===== config.mk =====
export PLATFORM = sky130hd
export DESIGN_NAME = ex_muldiv_sequencer
export DESIGN_NICKNAME = d
export VERILOG_FILES = /design/src/rtl/muldiv_pkg.sv /design/src/rtl/muldiv_step.sv /design/src/rtl/ex_muldiv_sequencer.sv
export SDC_FILE = /design/constraint.sdc
export NUM_CORES = 1
export LEC_CHECK = 0
export CAP_MARGIN = 20
export CELL_PAD_IN_SITES_DETAIL_PLACEMENT = 1
export CELL_PAD_IN_SITES_GLOBAL_PLACEMENT = 1
export CORE_UTILIZATION = 43
export CTS_CLUSTER_DIAMETER = 100
export CTS_CLUSTER_SIZE = 24
export DETAILED_ROUTE_END_ITERATION = 8
export GPL_TIMING_DRIVEN = 0
export PLACE_DENSITY = 0.8
export SLEW_MARGIN = 15
export SYNTH_ARGS = -nofsm -noshare
export SYNTH_HDL_FRONTEND = slang
export SYNTH_SLANG_ARGS = --single-unit

===== constraint.sdc =====
create_clock -name clk -period 5 [get_ports clk]
set_clock_uncertainty 0.1 [all_clocks]
set_input_delay 1 -clock clk [delete_from_list [all_inputs] [get_ports clk]]
set_output_delay 1 -clock clk [all_outputs]
set_load 0.02 [all_outputs]

===== src/rtl/muldiv_pkg.sv =====
// Shared definitions for the EX-stage multiply/divide sequencer.
//
// Contents:
//   MULDIV_ITERATIONS  number of shift-add / shift-subtract steps per operation
//   COUNT_W            width of the iteration counter
//   muldiv_op_t        operation encoding as presented on the op port
//   muldiv_state_t     sequencer state encoding
//   is_signed_op       true for MULT / DIV
//   is_div_op          true for DIV / DIVU
//   magnitude          absolute value for signed ops, raw value otherwise
package muldiv_pkg;

    localparam int MULDIV_ITERATIONS = 32;
    localparam int COUNT_W           = $clog2(MULDIV_ITERATIONS);

    typedef enum logic [1:0] {
        OP_MULT  = 2'b00,
        OP_MULTU = 2'b01,
        OP_DIV   = 2'b10,
        OP_DIVU  = 2'b11
    } muldiv_op_t;

    typedef enum logic [1:0] {
        ST_IDLE = 2'b00,
        ST_CALC = 2'b01,
        ST_FIX  = 2'b10,
        ST_DONE = 2'b11
    } muldiv_state_t;

    function automatic logic is_signed_op(input muldiv_op_t o);
        return (o == OP_MULT) || (o == OP_DIV);
    endfunction

    function automatic logic is_div_op(input muldiv_op_t o);
        return (o == OP_DIV) || (o == OP_DIVU);
    endfunction

    // 32'h80000000 maps onto itself, which is exactly the unsigned magnitude 2^31.
    function automatic logic [31:0] magnitude(input logic [31:0] v, input logic signed_op);
        return (signed_op && v[31]) ? (32'd0 - v) : v;
    endfunction

endpackage


===== src/rtl/muldiv_step.sv =====
// One iteration of the sequential multiply/divide datapath (purely combinational).
//
// Ports:
//   is_div    1 = restoring shift-subtract divide step, 0 = shift-add multiply step
//   acc       64-bit accumulator
//                multiply: {partial product high, remaining multiplier bits}
//                divide:   {partial remainder, dividend bits / quotient bits}
//   operand   multiplicand (multiply) or divisor (divide), already a magnitude
//   acc_next  accumulator after this step
module muldiv_step (
    input  logic        is_div,
    input  logic [63:0] acc,
    input  logic [31:0] operand,
    output logic [63:0] acc_next
);

    logic [32:0] partial;
    logic [32:0] sum;
    logic [32:0] rem_shift;
    logic [31:0] diff;

    // The divide difference is only kept when rem_shift >= operand, in which
    // case it is always smaller than operand and fits in 32 bits.
    always_comb begin
        partial   = acc[0] ? {1'b0, operand} : 33'd0;
        sum       = {1'b0, acc[63:32]} + partial;
        rem_shift = {acc[63:32], acc[31]};
        diff      = rem_shift[31:0] - operand;

        if (is_div) begin
            if (rem_shift >= {1'b0, operand}) begin
                acc_next = {diff, acc[30:0], 1'b1};
            end else begin
                acc_next = {rem_shift[31:0], acc[30:0], 1'b0};
            end
        end else begin
            acc_next = {sum, acc[31:1]};
        end
    end

endmodule


===== src/rtl/ex_muldiv_sequencer.sv =====
// Iterative MIPS-style HI/LO multiply/divide unit for the EX stage.
// Operands are reduced to magnitudes, 32 steps are run through muldiv_step,
// signs are fixed up, and the result lands in HI/LO.
//
// Optional build macro: MULDIV_DEBUG_EN adds debug_muldivState,
// debug_muldivCount and debug_muldivAcc outputs.
//
// Ports:
//   clk, rst_n          clock, asynchronous active-low reset
//   start, op           request an operation (00 MULT, 01 MULTU, 10 DIV, 11 DIVU)
//   operandA, operandB  rs / rt values, sampled with start
//   flush               abandon any in-flight operation
//   writeHi, writeLo,
//   writeData           MTHI / MTLO, honoured only while idle
//   hi, lo              architectural HI / LO
//   busy                sequencer not idle
//   stallRequest        combinational hold request to IF/ID/EX
//   done                one-cycle registered pulse after a result is written
module ex_muldiv_sequencer
    import muldiv_pkg::*;
(
    input  logic        clk,
    input  logic        rst_n,
    input  logic        start,
    input  logic [1:0]  op,
    input  logic [31:0] operandA,
    input  logic [31:0] operandB,
    input  logic        flush,
    input  logic        writeHi,
    input  logic        writeLo,
    input  logic [31:0] writeData,
    output logic [31:0] hi,
    output logic [31:0] lo,
    output logic        busy,
    output logic        stallRequest,
    output logic        done
`ifdef MULDIV_DEBUG_EN
    ,
    output logic [1:0]  debug_muldivState,
    output logic [4:0]  debug_muldivCount,
    output logic [63:0] debug_muldivAcc
`endif
);

    muldiv_state_t      state;
    muldiv_state_t      state_next;
    logic [COUNT_W-1:0] count;
    muldiv_op_t         op_reg;
    muldiv_op_t         op_in;
    logic               sign_a;
    logic               sign_b;
    logic [31:0]        operand_a_raw;
    logic [31:0]        operand_b;
    logic [63:0]        acc;
    logic [63:0]        acc_step;
    logic               op_signed;
    logic               op_div;
    logic               start_signed;
    logic [31:0]        result_hi;
    logic [31:0]        result_lo;

    assign op_in        = muldiv_op_t'(op);
    assign start_signed = is_signed_op(op_in);
    assign op_signed    = is_signed_op(op_reg);
    assign op_div       = is_div_op(op_reg);
    assign busy         = (state != ST_IDLE);

    muldiv_step u_step (
        .is_div   (op_div),
        .acc      (acc),
        .operand  (operand_b),
        .acc_next (acc_step)
    );

    always_ff @(posedge clk or negedge rst_n) begin
        if (!rst_n) begin
            state <= ST_IDLE;
        end else begin
            state <= state_next;
        end
    end

    // Flush overrides every transition, including a start seen in IDLE.
    always_comb begin
        state_next   = state;
        stallRequest = 1'b0;
        case (state)
            ST_IDLE: begin
                stallRequest = start;
                if (start) begin
                    state_next = ST_CALC;
                end
            end
            ST_CALC: begin
                stallRequest = 1'b1;
                if (count == '0) begin
                    state_next = ST_FIX;
                end
            end
            ST_FIX: begin
                stallRequest = 1'b1;
                state_next   = ST_DONE;
            end
            ST_DONE: begin
                state_next = ST_IDLE;
            end
            default: begin
                state_next = ST_IDLE;
            end
        endcase
        if (flush) begin
            state_next = ST_IDLE;
        end
    end

    // Sign fixup of the magnitude result. Divide-by-zero bypasses the fixup
    // and reports the raw dividend in HI with an all-ones quotient.
    always_comb begin
        result_hi = acc[63:32];
        result_lo = acc[31:0];
        if (op_div) begin
            if (operand_b == 32'd0) begin
                result_hi = operand_a_raw;
                result_lo = 32'hFFFF_FFFF;
            end else begin
                if (op_signed && (sign_a ^ sign_b)) begin
                    result_lo = 32'd0 - acc[31:0];
                end
                if (op_signed && sign_a) begin
                    result_hi = 32'd0 - acc[63:32];
                end
            end
        end else if (op_signed && (sign_a ^ sign_b)) begin
            {result_hi, result_lo} = 64'd0 - acc;
        end
    end

    // Operand capture, iteration and HI/LO update. MTHI/MTLO are only taken
    // in IDLE; a write and a start in the same cycle both take effect.
    always_ff @(posedge clk or negedge rst_n) begin
        if (!rst_n) begin
            count         <= '0;
            op_reg        <= OP_MULT;
            sign_a        <= 1'b0;
            sign_b        <= 1'b0;
            operand_a_raw <= 32'd0;
            operand_b     <= 32'd0;
            acc           <= 64'd0;
            hi            <= 32'd0;
            lo            <= 32'd0;
            done          <= 1'b0;
        end else begin
            done <= (state == ST_DONE) && !flush;
            case (state)
                ST_IDLE: begin
                    if (writeHi) begin
                        hi <= writeData;
                    end
                    if (writeLo) begin
                        lo <= writeData;
                    end
                    if (start && !flush) begin
                        op_reg        <= op_in;
                        sign_a        <= operandA[31];
                        sign_b        <= operandB[31];
                        operand_a_raw <= operandA;
                        operand_b     <= magnitude(operandB, start_signed);
                        acc           <= {32'd0, magnitude(operandA, start_signed)};
                        count         <= COUNT_W'(MULDIV_ITERATIONS - 1);
                    end
                end
                ST_CALC: begin
                    if (!flush) begin
                        acc <= acc_step;
                        if (count != '0) begin
                            count <= count - COUNT_W'(1);
                        end
                    end
                end
                ST_FIX: begin
                    if (!flush) begin
                        hi <= result_hi;
                        lo <= result_lo;
                    end
                end
                default: begin
                end
            endcase
        end
    end

`ifdef MULDIV_DEBUG_EN
    assign debug_muldivState = state;
    assign debug_muldivCount = count;
    assign debug_muldivAcc   = acc;
`endif

endmodule


After elaboration in Yosys (flattened, before gate mapping)
Cells that the tools add are included.
{"block": "op_classes", "addsub": 8, "mul": 0, "div": 0, "n_lt_le_gt_ge": 1, "n_eq_ne": 14, "shifts": 0, "n_mux": 31, "bitwise_logic": 1, "n_reduce_logical": 26}
{"cell": "$mux 32", "n": 15}
{"cell": "$mux 64", "n": 4}
{"cell": "$pmux 32 s2", "n": 2}
{"cell": "$pmux 64 s2", "n": 1}
{"cell": "$sub 1x32->32 const A", "n": 4}
{"cell": "$sub 1x64->64 const A", "n": 1}
{"cell": "$add 32x33->33", "n": 1}
{"cell": "$ge 33x32->1", "n": 1}
{"cell": "$logic_not 32->1", "n": 1}
{"cell": "$sub 32x32->32", "n": 1}
{"cell": "$mux 5", "n": 3}
{"cell": "$ne 2x2->1 const B", "n": 6}
{"cell": "$eq 2x2->1 const B", "n": 5}
{"cell": "$pmux 5 s2", "n": 1}
{"cell": "$reduce_and 3->1", "n": 3}
{"cell": "$pmux 2 s4", "n": 1}
{"cell": "$logic_and 1x1->1", "n": 6}
{"cell": "$logic_not 2->1", "n": 3}
{"cell": "$mux 2", "n": 3}
{"cell": "$ne 3x3->1 const B", "n": 2}
{"cell": "$reduce_bool 2->1", "n": 3}
{"cell": "$logic_not 5->1", "n": 1}
{"cell": "$reduce_bool 5->1", "n": 1}
{"cell": "$sub 5x1->5 const B", "n": 1}
{"cell": "8 further kinds", "n": 11}
{"block": "totals", "register_bits": 204, "latchBits": 0, "ram_bits": 0, "romBits": 0, "in_bits": 104, "word_cells": 92, "n_memories": 0}

Depth between registers and ports, before layout
Gate-level depths: netlist of run 1.
{"block": "logic_depth", "word_depth": 8, "mapped_depth": 14}

Hierarchy
Synthesis of run 1 repeated with hierarchy kept, for this count alone.
{"block": "hier_totals", "hier_cells": 2110, "area_unflattened_um2": 17142.7}
{"mod": "ex_muldiv_sequencer", "instances": 1, "cells_per_inst": 1439, "area_each_um2": 12444.4, "seq_area_each_um2": 5079.9}
{"mod": "muldiv_step", "instances": 1, "cells_per_inst": 671, "area_each_um2": 4698.3, "seq_area_each_um2": 0.0}

Least setup slack after synthesis of run 1
No wires, ideal clock.
{"block": "synth_timing", "path_type": "register -> register", "start": "register acc[0]", "end": "register acc[59]", "setup_time_ps": 68, "arrival_time_ps": 3292, "t_required_ps": 4832, "path_slack_ps": 1540, "path_stages_with_launch": 15, "n_path_buf": 2, "synth_period_minus_slack_ps": 3460, "cell_sequence": "dfrtp_1 inv_1 clkbuf_1 nor2_1 ha_1 clkbuf_2 a2111oi_0 o211ai_1 o211a_1 a32oi_1 o31ai_1 o41ai_1 nor2_1 o41ai_1 a32o_1"}
{"block": "synth_between", "elab_chain_cells": 5}
{"element": "start: declaration", "line_no": "ex_muldiv_sequencer.sv:54", "rtl": "logic [63:0] acc;"}
{"element": "start signal: assignment", "line_no": "ex_muldiv_sequencer.sv:168", "rtl": "acc <= {32'd0, magnitude(operandA, start_signed)};"}
{"element": "start signal: assignment", "line_no": "ex_muldiv_sequencer.sv:174", "rtl": "acc <= acc_step;"}
{"element": "$mux 32", "line_no": "muldiv_step.sv:25", "rtl": "partial = acc[0] ? {1'b0, operand} : 33'd0;"}
{"element": "$add 32x33->33", "line_no": "muldiv_step.sv:26", "rtl": "sum = {1'b0, acc[63:32]} + partial;"}
{"element": "$mux 64", "line_no": "muldiv_step.sv:30", "rtl": "if (is_div) begin"}
{"element": "$mux 64", "line_no": "ex_muldiv_sequencer.sv:173", "rtl": "if (!flush) begin"}
{"element": "$pmux 64 s2", "line_no": "ex_muldiv_sequencer.sv:154", "rtl": "case (state)"}
Every way passes these cells. The select of a mux whose other input is x is not followed.
A chain may end at the register's enable or synchronous reset.

Worst setup path after layout of run 1
Ends and elaborated chain as after synthesis.

==> impl_results.md, run 1 <==
* Critical path startpoint category: register
* Share of power burned in registers at 0.201
* Fin. Hold Viols at 0
* Count leader, synth: nand2_1
* Post-Syn Area per Cell at 7.63 sq um
* Post-synthesis simple-gate area fraction at 0.215
* Crit Path Max Fanout at 10
* Area Overhead vs Synth at 16.9%
* CP peak stage delay at 0.59 ns
* Number of flops mapped to enable cells by yosys at 0
* Hold Path Class: input pin to async pin
* DR iter-0 viols at 1902
* Leakage power at 8.48 nW
* CP arrival at 4.91 ns
* Routability cong. at 1.02
* Yosys warns at 0
* Cells along the critical path: inv_1 -> clkbuf_2 -> nor2_1 -> ha_1 -> clkbuf_2 -> a2111oi_1 -> o211ai_1 -> o211a_1 -> a32oi_1 -> o31ai_1 -> o41ai_2 -> nor2_1 -> o41ai_2 -> a32o_1
* XOR/XNOR Fraction of Synth Area at 0.0909
* Register area share after synthesis at 0.299
* Adder-Cell Fraction of Synth Area at 0.0584
* Cells after Synth at 2223
* Net count, final at 2592
* Drt first pass iters at 7
* Commonest cells in the netlist: 340 x nand2_1, 266 x o21ai_0, 203 x dfrtp_1
* Num CTS Buffers at 14
* Actual slew at the worst max-slew pin at 1.04 ns
* Critical Path End Type: register
* Register bit total from synthesis at 203
* Power Dens Cells at 856 mW/mm^2
* Hpwl dp at 61.9 mm
* CTS HTree Levels at 1
* Status: finished clean
* Setup violations, final at 0
* Synth area leaders: dfrtp_1 30%, o21ai_0 7.8%, nand2_1 7.5%, ha_1 5.6%, xnor2_1 5.5%
* Hold_buf cts at 0
* Starting Density at 0.438
* Post-Syn Area at 0.0170 sq mm
* Largest family of logic cells by synthesized area: compound AO/OA/AOI/OAI gates
* Max-Cap Viols at 0
* VDD IR max at 319 uV
* CP required at 5.35 ns
* Crit. path cell count at 14
* Die Span Y at 201 microns
* Clock-pin slew on the worst setup and hold paths at 0.10 ns
* P_sw at 9.76 mW
* Fmax at 219 MHz
* Biggest register: acc
* Syn Nets at 2405
* Post-DR wirelength/cell at 26.3 microns
* Final slew viol count at 0
* Async SR Flop Fraction at 1.00
* Crit path time final at 4.56 ns
* I/O pins at 171
* Design area at 0.0198 sq mm
* Drt drc at 0
* Vias at 18700
* Max_slew headroom at 0.304
* Post-route ant nets at 0
* FILL cells at 4839
* Worst Setup Path Type: register to register
* Slowest stage cell, crit path: a2111oi_1
* Antenna violations before repair at 5
* RSZ-0062 raised after global routing: no
* Share of cells above drive strength 1 at 0.0302
* Cell family with most CP delay: compound AO/OA/AOI/OAI gates
* Vias in the first global route at 18700
* First-pass GRT wire length at 117 mm
* Compound-Gate Fraction of Synth Area at 0.252
* Global Route Usage Sum at 0.380
* Switching Share at 0.575
* Mux share of post-synthesis cell area at 0.0342
* Overflow after GRT at 0
* Final Util at 0.512
* CORE AREA at 0.0387 sq mm
* Clk root buf: clkbuf_16
* Area after DPL at 0.0194 sq mm
* Combinational share of power at 0.724
* Internal power at 7.21 mW
* Synth area leader: dfrtp_1
* Clock Tree Buf Depth at 3
* Largest net degree at the start of global routing at 99
* Die Wd at 201 microns
* Final Routed Wirelength at 77.2 mm
* Max reg flops at 64
* PortBufs at 169
* Post-synth top area share at 0.299
* CTS tree: yes
* Sink Count at 203
* Clock latency at the later pin of the worst-skew pair at 0.54 ns
* Worst Reg2Reg Path Length in Cells at 14
* Clock share of power at 0.075
* Bufs and invs on worst path at 3
* Row count at 72
* Die footprint at 0.0402 sq mm
* Final period util at 0.912
* Netlist cell types at 85
* Synth Flop Type: dfrtp_1
* Vias per inst at 6.36
==> cells by family after synthesis <==
group / after synthesis
and+or+nand+nor: 787
xor gates and xnor gates: 176
muxes: 57
buffers and inverters: 218
DFF: 203
adders and majority gates: 78
AOI/OAI and AO/OA: 704
==> metrics by stage <==
stage	hold slack, ns	setup slack (ns)	std cells	power [mW]	setup TNS, ns
6_report	0.271	0.440	2935	17.0	0
3_5_place_dp	0.370	-0.171	2912	15.3	-0.171
4_1_cts	0.299	0.0479	2933	16.6	0
2_1_floorplan	0.340	1.54	2223	10.8	0
3_3_place_gp	0.364	-6.17	2910	14.9	-1241.30
5_1_grt	0.305	0.169	2934	17.9	0
==> metal layers <==
layer	routed length [microns]	vias to the layer above	global-route usage
li1	-	8299	-
met1	34600	9467	0.538
met2	34200	738	0.589
met3	6170	144	0.0683
met4	2150	6	0.109
met5	42	-	0
==> final cells by class <==
type / instances / area (sq um) / share of cell area
multi-input cells: 1802 / 11100 / 0.558
flip-flops and latches: 203 / 5080 / 0.256
repair buffers: 171 / 1750 / 0.0883
well taps: 518 / 648 / 0.0327
plain buffers: 147 / 578 / 0.0292
clock buffers: 15 / 354 / 0.0179
inverters: 71 / 267 / 0.0134
clock inverters: 6 / 90.1 / 0.00454
diodes: 2 / 5.00 / 0.000252
==> timing repair <==
item                                    4_1_cts  5_1_grt
gates resized for setup                       2        5
buffers inserted                              0        0
endpoints found under the setup margin        1        2
cloned                                        0        0
==> placed cells by master, fill, tap and decap left out, types with 32 or more instances in the layout <==
cell and count:
nor3_1 44, nand2_1 340, xnor2_1 107, and3_1 32
o21ai_0 266, nor2_1 187, clkdlybuf4s50_1 168, xor2_1 69
clkbuf_1 124, a21oi_1 170, nand3_1 40, dfrtp_1 203
inv_1 69, mux2i_1 50, ha_1 76
==> worst reg2reg max path, delay by kind of cell (launching register included) <==
kind,cells,cell delay (ns)
simple gates,2,0.23
fa+ha+maj,1,0.28
flops,1,0.49
buf+inv,3,0.97
compound gates,8,2.39
==> power groups by stage <==
stage	Combinational, mW	Clock, mW	Sequential, mW
final	12.3	1.27	3.42
after global routing	13.1	1.31	3.48
after CTS	12.0	1.27	3.36
after detailed placement	11.9	0	3.39
after global placement	11.6	0	3.35
after floorplan	7.50	0	3.29
==> path summary, 6_finish.rpt <==
path,start,to,slack (ns)
min in group clk,lo[15]$_DFFE_PN0P_,lo[15]$_DFFE_PN0P_,0.39
hold reg to reg,lo[15]$_DFFE_PN0P_,lo[15]$_DFFE_PN0P_,0.39
max in group asynchronous,rst_n,operand_b[29]$_DFFE_PN0P_,3.32
setup reg to reg,acc[0]$_DFFE_PN0P_,acc[59]$_DFFE_PN0P_,0.44
hold / removal,rst_n,lo[21]$_DFFE_PN0P_,0.27
setup / recovery,acc[0]$_DFFE_PN0P_,acc[59]$_DFFE_PN0P_,0.44
No activity file was read; power rests on OpenSTA's default activity.
==> run 2, diff against run 1 <==
--- a/config.mk
+++ b/config.mk
@@ -5,7 +5,6 @@
 export SDC_FILE = /design/constraint.sdc
 export NUM_CORES = 1
 export LEC_CHECK = 0
-export CAP_MARGIN = 20
 export CELL_PAD_IN_SITES_DETAIL_PLACEMENT = 1
 export CELL_PAD_IN_SITES_GLOBAL_PLACEMENT = 1
 export CORE_UTILIZATION = 43
==> results of run 2 <==
Same layout as run 1: the final DEF is identical, and so are final timing and power.
==> run 3, diff against run 2 <==
--- a/config.mk
+++ b/config.mk
@@ -5,6 +5,7 @@
 export SDC_FILE = /design/constraint.sdc
 export NUM_CORES = 1
 export LEC_CHECK = 0
+export CAP_MARGIN = 10
 export CELL_PAD_IN_SITES_DETAIL_PLACEMENT = 1
 export CELL_PAD_IN_SITES_GLOBAL_PLACEMENT = 1
 export CORE_UTILIZATION = 43
==> results of run 3 <==
Same layout as run 1: the final DEF is identical, and so are final timing and power.
